File: config.mk
export PLATFORM = sky130hd
export DESIGN_NAME = write_dispatch_fifo_flat
export DESIGN_NICKNAME = d
export VERILOG_FILES = /design/src/rtl/write_dispatch_fifo_pkg.sv /design/src/rtl/write_dispatch_fifo_if.sv /design/src/rtl/write_dispatch_fifo_dmux8way.sv /design/src/rtl/write_dispatch_fifo.sv /design/src/flat_wrapper.sv
export SDC_FILE = /design/constraint.sdc
export NUM_CORES = 1
export LEC_CHECK = 0
export ABC_AREA = 1
export CAP_MARGIN = 20
export CORE_MARGIN = 2
export CORE_UTILIZATION = 30
export CTS_CLUSTER_SIZE = 28
export DETAILED_ROUTE_END_ITERATION = 6
export DONT_BUFFER_PORTS = 1
export GPL_ROUTABILITY_DRIVEN = 0
export GPL_TIMING_DRIVEN = 0
export SYNTH_ARGS = -nofsm -noshare
export SYNTH_HDL_FRONTEND = slang
export SYNTH_SLANG_ARGS = --single-unit
File: constraint.sdc
create_clock -name clk -period 4.3 [get_ports clk]
set_clock_uncertainty 0.15 [all_clocks]
set_input_delay 0.86 -clock clk [delete_from_list [all_inputs] [get_ports clk]]
set_output_delay 0.86 -clock clk [all_outputs]
set_load 0.01 [all_outputs]
File: src/rtl/write_dispatch_fifo_pkg.sv
// rtl/write_dispatch_fifo_pkg.sv - shared constants for the write dispatch FIFO
package write_dispatch_fifo_pkg;

    // Width of a target select and the number of targets it can address.
    localparam int SEL_W       = 3;
    localparam int NUM_TARGETS = 8;

endpackage

File: src/rtl/write_dispatch_fifo_if.sv
// rtl/write_dispatch_fifo_if.sv - producer/consumer bus of the write dispatch FIFO
// Ports (slave = FIFO side):
//   wr_valid/wr_ready/wr_sel/wr_data : write side, accepted when valid & ready
//   out_valid/out_ready/out_sel/out_data : head entry, drained when valid & ready
//   out_load : one-hot strobe on out_sel for each drained entry
//   level    : number of stored entries
import write_dispatch_fifo_pkg::*;

interface write_dispatch_fifo_if #(
    parameter int D_WIDTH = 16,
    parameter int DEPTH   = 4
);
    localparam int LVL_W = $clog2(DEPTH) + 1;

    logic                   wr_valid;
    logic                   wr_ready;
    logic [SEL_W-1:0]       wr_sel;
    logic [D_WIDTH-1:0]     wr_data;
    logic                   out_valid;
    logic                   out_ready;
    logic [SEL_W-1:0]       out_sel;
    logic [D_WIDTH-1:0]     out_data;
    logic [NUM_TARGETS-1:0] out_load;
    logic [LVL_W-1:0]       level;

    modport master (
        output wr_valid, wr_sel, wr_data, out_ready,
        input  wr_ready, out_valid, out_sel, out_data, out_load, level
    );

    modport slave (
        input  wr_valid, wr_sel, wr_data, out_ready,
        output wr_ready, out_valid, out_sel, out_data, out_load, level
    );
endinterface

File: src/rtl/write_dispatch_fifo_dmux8way.sv
// rtl/write_dispatch_fifo_dmux8way.sv - 8-way demultiplexer (module dmux8way)
// Ports:
//   din  : D_WIDTH input value
//   sel  : selects which of the 8 output lanes carries din
//   dout : 8 lanes of D_WIDTH, all zero except lane sel
import write_dispatch_fifo_pkg::*;

module dmux8way #(
    parameter int D_WIDTH = 1
) (
    input  logic [D_WIDTH-1:0]             din,
    input  logic [SEL_W-1:0]               sel,
    output logic [NUM_TARGETS*D_WIDTH-1:0] dout
);
    always_comb begin
        dout = '0;
        dout[sel*D_WIDTH +: D_WIDTH] = din;
    end
endmodule

File: src/rtl/write_dispatch_fifo.sv
// rtl/write_dispatch_fifo.sv - buffered write dispatch FIFO with one-hot load strobe
// Ports:
//   clk     : rising-edge clock
//   reset_n : synchronous active-low reset (clears pointers and level)
//   bus     : write_dispatch_fifo_if.slave (write side, head side, out_load, level)
// Optional macro WRITE_DISPATCH_BYPASS_EN: an empty FIFO forwards the incoming
// write combinationally to the head outputs; if taken the same cycle it is never stored.
import write_dispatch_fifo_pkg::*;

module write_dispatch_fifo #(
    parameter int D_WIDTH = 16,
    parameter int DEPTH   = 4
) (
    input  logic                   clk,
    input  logic                   reset_n,
    write_dispatch_fifo_if.slave   bus
);
    localparam int PTR_W = $clog2(DEPTH);
    localparam int LVL_W = PTR_W + 1;

    logic [D_WIDTH-1:0] data_q [DEPTH];
    logic [D_WIDTH-1:0] data_d [DEPTH];
    logic [SEL_W-1:0]   sel_q  [DEPTH];
    logic [SEL_W-1:0]   sel_d  [DEPTH];
    logic [PTR_W-1:0]   wr_ptr_q, wr_ptr_d;
    logic [PTR_W-1:0]   rd_ptr_q, rd_ptr_d;
    logic [LVL_W-1:0]   level_q, level_d;

    logic empty;
    logic full;
    logic push;
    logic pop;
    logic fire;

    assign empty = (level_q == '0);
    assign full  = (level_q == LVL_W'(DEPTH));

    // Depends only on registered level, never on out_ready.
    assign bus.wr_ready = ~full;
    assign bus.level    = level_q;

`ifdef WRITE_DISPATCH_BYPASS_EN
    assign bus.out_valid = ~empty | bus.wr_valid;
    assign bus.out_sel   = empty ? bus.wr_sel  : sel_q[rd_ptr_q];
    assign bus.out_data  = empty ? bus.wr_data : data_q[rd_ptr_q];
    // A write consumed straight through an empty FIFO is not stored.
    assign push = bus.wr_valid & ~full & ~(empty & bus.out_ready);
`else
    assign bus.out_valid = ~empty;
    assign bus.out_sel   = sel_q[rd_ptr_q];
    assign bus.out_data  = data_q[rd_ptr_q];
    assign push = bus.wr_valid & ~full;
`endif

    assign pop  = ~empty & bus.out_ready;
    assign fire = bus.out_valid & bus.out_ready;

    dmux8way #(
        .D_WIDTH(1)
    ) u_load_dmux (
        .din  (fire),
        .sel  (bus.out_sel),
        .dout (bus.out_load)
    );

    always_comb begin
        data_d   = data_q;
        sel_d    = sel_q;
        wr_ptr_d = wr_ptr_q;
        rd_ptr_d = rd_ptr_q;
        level_d  = level_q;
        if (push) begin
            data_d[wr_ptr_q] = bus.wr_data;
            sel_d[wr_ptr_q]  = bus.wr_sel;
            wr_ptr_d         = wr_ptr_q + PTR_W'(1);
        end
        if (pop) begin
            rd_ptr_d = rd_ptr_q + PTR_W'(1);
        end
        case ({push, pop})
            2'b10:   level_d = level_q + LVL_W'(1);
            2'b01:   level_d = level_q - LVL_W'(1);
            default: level_d = level_q;
        endcase
    end

    always_ff @(posedge clk) begin
        if (!reset_n) begin
            wr_ptr_q <= '0;
            rd_ptr_q <= '0;
            level_q  <= '0;
        end else begin
            wr_ptr_q <= wr_ptr_d;
            rd_ptr_q <= rd_ptr_d;
            level_q  <= level_d;
        end
    end

    // Storage is not reset; stale entries are unreachable once the pointers clear.
    always_ff @(posedge clk) begin
        data_q <= data_d;
        sel_q  <= sel_d;
    end
endmodule

File: src/flat_wrapper.sv
// flat-port wrapper written by rule: the top's interface ports become plain ports
module write_dispatch_fifo_flat 
#(
    parameter int D_WIDTH = 16,
    parameter int DEPTH   = 4
)
  (clk, reset_n, bus_wr_valid, bus_wr_sel, bus_wr_data, bus_out_ready, bus_wr_ready, bus_out_valid, bus_out_sel, bus_out_data, bus_out_load, bus_level);
  write_dispatch_fifo_if #(.D_WIDTH(D_WIDTH), .DEPTH(DEPTH)) bus_i ();
  input  logic clk;
  input  logic reset_n;
  input wire logic [$bits(bus_i.wr_valid)-1:0] bus_wr_valid;
  input wire logic [$bits(bus_i.wr_sel)-1:0] bus_wr_sel;
  input wire logic [$bits(bus_i.wr_data)-1:0] bus_wr_data;
  input wire logic [$bits(bus_i.out_ready)-1:0] bus_out_ready;
  output wire logic [$bits(bus_i.wr_ready)-1:0] bus_wr_ready;
  output wire logic [$bits(bus_i.out_valid)-1:0] bus_out_valid;
  output wire logic [$bits(bus_i.out_sel)-1:0] bus_out_sel;
  output wire logic [$bits(bus_i.out_data)-1:0] bus_out_data;
  output wire logic [$bits(bus_i.out_load)-1:0] bus_out_load;
  output wire logic [$bits(bus_i.level)-1:0] bus_level;
  assign bus_i.wr_valid = bus_wr_valid;
  assign bus_i.wr_sel = bus_wr_sel;
  assign bus_i.wr_data = bus_wr_data;
  assign bus_i.out_ready = bus_out_ready;
  assign bus_wr_ready = bus_i.wr_ready;
  assign bus_out_valid = bus_i.out_valid;
  assign bus_out_sel = bus_i.out_sel;
  assign bus_out_data = bus_i.out_data;
  assign bus_out_load = bus_i.out_load;
  assign bus_level = bus_i.level;
  write_dispatch_fifo #(.D_WIDTH(D_WIDTH), .DEPTH(DEPTH)) u_core (.clk(clk), .reset_n(reset_n), .bus(bus_i));
endmodule
==> metrics.txt, run 1 <==
Cell Area, Synth=3470 um2; Total GRT Usage=12.2%; Synth Warn #=0; Nets=331; number of global-route vias before repair=2,217; final setup fails=0; switch share=32.1%; share of power burned in registers=40.8%; hold_ws=0.392 ns; Syn Nets=316; post-synth top area share=65.8%; Initial Util=30.5%; run status=finished clean; register area=2420 um2; Clock power frac=32.6%; CTS tree=yes; Reg2Reg Launch Point=u_core.bus.level[0]; Max stage delay on crit path=0.45 ns; Final min period=3.24 ns; Setup CP Type=reg2out; CORE AREA=11,400 um2; H-tree Lvls=3; share of layout cells above drive strength 1=15.9%; DR WL/cell=16.3 um; final period utilization=75.3%; CP cell instances=inv_2 -> buf_6 -> nand3_1 -> nand2_1 -> ha_1 -> ha_1 -> inv_1 -> nand3_1 -> nor2_2 -> nand3_1 -> nor2_1; Crit path buffers/inverters=3; Synth Register Bits=83; Inserted Diodes=0; die area=12,400 um2; met3 routed WL=600 um; root buf cell=clkbuf_16; Die Width=112 um; Post-Synthesis Cells=282; first-pass GRT wire length=11,400 um; Synth cell types=24; Max clock buf depth=2; multi-input logic area=896 um2; Final Max Slew Viols=0; HP Class=reg2reg; LEAKAGE=1.43 nW; Worst IR Drop VDD=0.247 mV; WL met1=2900 um; Worst EP required=3.29 ns; combinational share of power=26.6%; power density over the cells=610 nW/um2; Seq/Total Area, Yosys=69.9%; Total Wirelength=7270 um; delay-heaviest family, CP=simple AND/OR/NAND/NOR gates; DR iter-0 viols=101; Setup crit start=u_core.rd_ptr_q[1]; drt first pass iters=4; mean post-synth cell area=12.3 um2; Crit path top cell by count=nand3_1; Crit. End Element=output port; setup tns final=0 ns; total congestion overflow=0; Post-DRT Antenna Nets=0; Max-cap violations=0; DP HPWL=5130 um; Clk Latency, worst-skew pair=0.32 ns; Post-route DRC=0; number of hold buffers added after cts=0; initial antenna violation count=0; Post CTS Setup Buffer Count=0; critical-path maximum fanout=10; largest net degree at the start of global routing=15; fillcell total=1,092; P_int=1.68 mW; slew margin rel.=58.3%; PortBufs=0; highest metal used=met4; Tot Pwr=2.47 mW; Max stage delay cell, worst path=dfxtp_1; RSZ-0062 raised after global routing=no; Hold Startpoint=u_core.wr_ptr_q[1]; Fin. Hold Viols=0; Worst-path clk slew=0.06 ns; cell row count=39; vias per inst=4.77; Area contributors post-synth=edfxtp_1 66%, nor2_1 5.1%, o21ai_0 4.9%; CP startpoint kind=flop; # resized after CTS=0; dominant cell type by area after synthesis=edfxtp_1; fmax=0.309 GHz; Tightest Pin Transition=0.625 ns; CTS Sinks=83; WL met2=3700 um; area grow syn2layout=16.7%; DIE HEIGHT=112 um; via count=2,121; cts bufs inserted=9; crit path DAT=2.23 ns; sw power=793 uW; I/O pins=55
-- per-layer routing --
metal,vias up,track usage [%]
met5,-,0
met4,0,3.21
met3,6,5.77
met2,63,20.8
met1,1022,13.7
li1,1030,-
-- flip-flops by register name (all words and copies together) (netlist names) --
| register | flops |
|---|---|
| u_core.rd_ptr_q | 2 |
| u_core.wr_ptr_q | 2 |
| u_core.sel_q | 12 |
| u_core.data_q | 64 |
| u_core.bus.level | 3 |
-- cells in the mapped netlist --
cell and instances:
nand2_2 6, buf_6 3, nor3_2 1, clkbuf_1 1, o21ai_0 34, a21oi_1 8
inv_1 17, nand2_1 21, nand4_1 1, buf_4 1, nand3_2 2, nor2_1 47
fa_1 1, o22ai_1 16, or2_2 1, dfxtp_1 7, buf_2 7, nor2_2 1
and3_1 3, o21ai_1 4, ha_1 10, nand3_1 10, inv_2 4, edfxtp_1 76
-- layout by cell type, fill, tap and decap left out, types with 3 or more instances in the layout --
master,count
inv_1,17
and3_1,3
buf_6,3
edfxtp_1,76
inv_2,4
nand2_1,21
dfxtp_1,7
ha_1,10
o21ai_1,4
clkbuf_16,9
buf_8,3
o21ai_0,34
clkbuf_1,3
buf_2,7
nand3_1,10
nand2_2,6
nor2_2,5
o22ai_1,16
nor2_1,43
a21oi_1,8
-- path summary, 6_finish.rpt --
| kind | slack, ns | endpoint | depth (start not counted) |
|---|---|---|---|
| worst max-delay path | 1.06 | bus_out_load[2] | 11 |
| worst min-delay path | 0.39 | u_core.wr_ptr_q[1] | 2 |
| worst max register to register | 1.91 | u_core.bus.level[2] | 10 |
| worst min register to register | 0.39 | u_core.wr_ptr_q[1] | 2 |
-- area by class of cell --
cell class              instances  share of cell area [%]
clock inverters                 5                    2.10
clock buffers                  11                    5.75
flip-flops and latches         83                    59.9
inverters                      21                    1.95
repair buffers                  4                    1.79
plain buffers                  12                    1.98
well taps                     143                    4.42
multi-input cells             166                    22.1
-- worst register-to-register path: cells and delay by family, from the launching register on --
family / cells / cell delay (ns)
simple gates: 4 / 0.87
fa+ha+maj: 2 / 0.59
flops: 1 / 0.35
compound gates: 2 / 0.18
buf+inv: 2 / 0.17
-- power by group through the flow --
stage	registers (mW)	clock network (mW)	logic [mW]
after CTS	1.01	0.823	0.675
after detailed placement	1.02	0	0.671
after global placement	1.03	0	0.633
after floorplan	1.02	0	0.481
final	1.01	0.805	0.658
after global routing	1.02	0.849	0.747
-- kinds of logic (layout without fill, tap and decap cells) --
logic type | Yosys count | in the layout | share of synthesized area, %
adder cells (fa/ha/maj) | 11 | 11 | 4.19
flip-flops | 83 | 83 | 69.9
AO/OA/AOI/OAI | 62 | 62 | 9.53
AND/OR/NAND/NOR | 93 | 93 | 11.8
buffers and inverters | 33 | 53 | 4.58
-- through the flow --
stage | instance area, um2 | util, % | instances | worst slack, ns
after global placement | 3650 | 32.1 | 425 | 1.17
after detailed placement | 3730 | 32.8 | 429 | 1.39
final | 4050 | 35.6 | 445 | 1.06
after CTS | 4050 | 35.6 | 445 | 1.04
after global routing | 4050 | 35.6 | 445 | 0.854
after floorplan | 3470 | - | 282 | 1.63
Power figures use the tool's default switching activity.
==> inputs of run 2 (changes only) <==
Clock period 4.3 ns to 2.92 ns, I/O delays scaled along.
==> run 2 against run 1 <==
Sequential power rose by 48%. Sequential cell count did not move. Wire length rose by 1.8%. Via count rose by 0.99%. Global-route usage rose by 0.070 points. Critical endpoint is now bus_out_load[6]. Largest cell class unchanged.
==> metrics.txt, run 2 (synthesis results as in run 1) <==
run status=finished clean; final period utilization=95.4%; commonest cells after routing, fill and taps aside=76 x edfxtp_1, 38 x nor2_1, 34 x o21ai_0; Setup CP Type=reg2out; number of global-route vias before repair=2,243 (+1.2%); CP startpoint kind=flop; Reg2Reg Launch Point=u_core.bus.level[0]; drt first pass iters=4 (unchanged); DP HPWL=5130 um (unchanged); Final Max Slew Viols=0 (unchanged); PortBufs=0 (unchanged); setup tns final=0 ns (unchanged); Die Width=112 um (unchanged); I/O pins=55 (unchanged); Final Worst Setup Slack=0.135 ns (-0.929 ns); power density over the cells=906 nW/um2 (+48%); Inserted Diodes=0 (unchanged); reg2reg path depth=10 (unchanged); first-pass GRT wire length=11,500 um (+0.84%); Initial Util=30.5% (unchanged); final setup fails=0 (unchanged); cell area after layout=4120 um2 (+1.7%); Worst EP required=2.19 ns (-1.10 ns); Clk Latency, worst-skew pair=0.32 ns (about the same); fmax=0.359 GHz; vias per inst=4.79 (+0.54%); CORE AREA=11,400 um2 (unchanged); via count=2,142 (+0.99%); area grow syn2layout=18.7%; root buf cell=clkbuf_16; Tightest Pin Transition=0.626 ns (+0.000849 ns); largest net degree at the start of global routing=15 (unchanged); slew margin rel.=58.2% (about the same); largest register by flop count=u_core.data_q; final core occ=36.2% (+0.62 points); Total Wirelength=7400 um (+1.8%); Max-cap violations=0 (unchanged); Worst IR Drop VDD=0.390 mV (+58%); crit path DAT=2.05 ns (-0.18 ns); Total GRT Usage=12.2% (+0.070 points); reg-to-reg setup timing slack=0.54 ns (-1.37 ns); Setup WS pre-CTS=0.287 ns (-1.10 ns); DIE HEIGHT=112 um (unchanged); Final min period=2.78 ns; Fin. Hold Viols=0 (unchanged); CTS Sinks=83 (unchanged); Post-DRT Antenna Nets=0 (unchanged); Tot Pwr=3.73 mW (+51%); Crit. End Element=output port; critical-path maximum fanout=10 (unchanged); crit path to=bus_out_load[6]; initial antenna violation count=0 (unchanged); Max clock buf depth=2 (unchanged); Setup crit start=u_core.rd_ptr_q[0]; Worst-path clk slew=0.06 ns (about the same); number of flip-flops in the largest register=64 (unchanged); RR Endpoint=u_core.bus.level[2]; commonest non-fill, non-tap cell in the layout=edfxtp_1; share of layout cells above drive strength 1=20.4% (+4.5 points); DR iter-0 viols=103 (+2.0%); Nets=333 (+0.60%); H-tree Lvls=3 (unchanged); DR WL/cell=16.6 um (+1.4%); total congestion overflow=0 (unchanged); cts bufs inserted=9 (unchanged); LEAKAGE=1.44 nW (+0.61%); die area=12,400 um2 (unchanged); cell row count=39 (unchanged); HP Class=in2reg; CTS tree=yes; Post-route DRC=0 (unchanged); post-placement cell area=3730 um2 (unchanged)
-- run 2: cell count changes in the layout (fill, tap and decap cells not counted), sizes merged --
cell and change:
buf +2
-- run 2: metal layers --
metal  track usage [%]  part of all wire, %  vias to the layer above  wire [um]
met5                 0                    0                        -          0
met3              5.77                  7.6                        6        564
met4              3.46                 0.82                        0         61
li1                  -                    -                     1031          -
met2              20.9                   51                       57       3800
met1              13.7                   40                     1048       2980
-- run 2: area by class of cell --
class | instances | area (um2)
clock buffers | 11 | 233
inverters | 21 | 78.8
plain buffers | 12 | 80.1
repair buffers | 6 | 87.6
flip-flops and latches | 83 | 2430
clock inverters | 5 | 85.1
multi-input cells | 166 | 946
well taps | 143 | 179
fillers | 1086 | 7250
-- run 2: worst min-delay path by stage --
stage	slack, ns	endpoint	from	cells after the start
final	0.20	u_core.data_q[58]	bus_wr_data[10]	0
after global routing	0.18	u_core.data_q[42]	bus_wr_data[10]	0
after CTS	0.18	u_core.data_q[58]	bus_wr_data[10]	0
after detailed placement	0.39	u_core.wr_ptr_q[1]	u_core.wr_ptr_q[1]	2
after global placement	0.36	u_core.wr_ptr_q[1]	u_core.wr_ptr_q[1]	2
after floorplan	0.34	u_core.wr_ptr_q[1]	u_core.wr_ptr_q[1]	2
-- run 2: what timing repair did --
item                                    4_1_cts  5_1_grt
pin swaps                                     1        4
hold buffers                                  0        0
gates resized for setup                       4       11
buffers inserted                              2        0
endpoints found under the setup margin        5        8
-- run 2: critical path, cell delays in order, from the launching register on --
cell and delay (ns):
dfxtp_2 0.35, inv_2 0.08, buf_6 0.14, nand2_1 0.06
nand3_1 0.08, nand2_2 0.08, ha_2 0.20, ha_4 0.15
inv_1 0.06, nand3_2 0.11, nor2_2 0.14, nand3_2 0.14
nor2_4 0.15
-- run 2: stage by stage --
stage               std cells  hold slack [ns]
global route              447            0.177
CTS                       447            0.184
global placement          425            0.356
floorplan                 282            0.340
finish                    447            0.200
detailed placement        429            0.391
-- run 2: power by group --
part | internal [mW] | switching (mW) | leakage [nW]
Clock | 0.755 | 0.431 | 0.151
Sequential | 1.43 | 0.0533 | 0.756
Combinational | 0.330 | 0.729 | 0.537
Total | 2.52 | 1.21 | 1.44
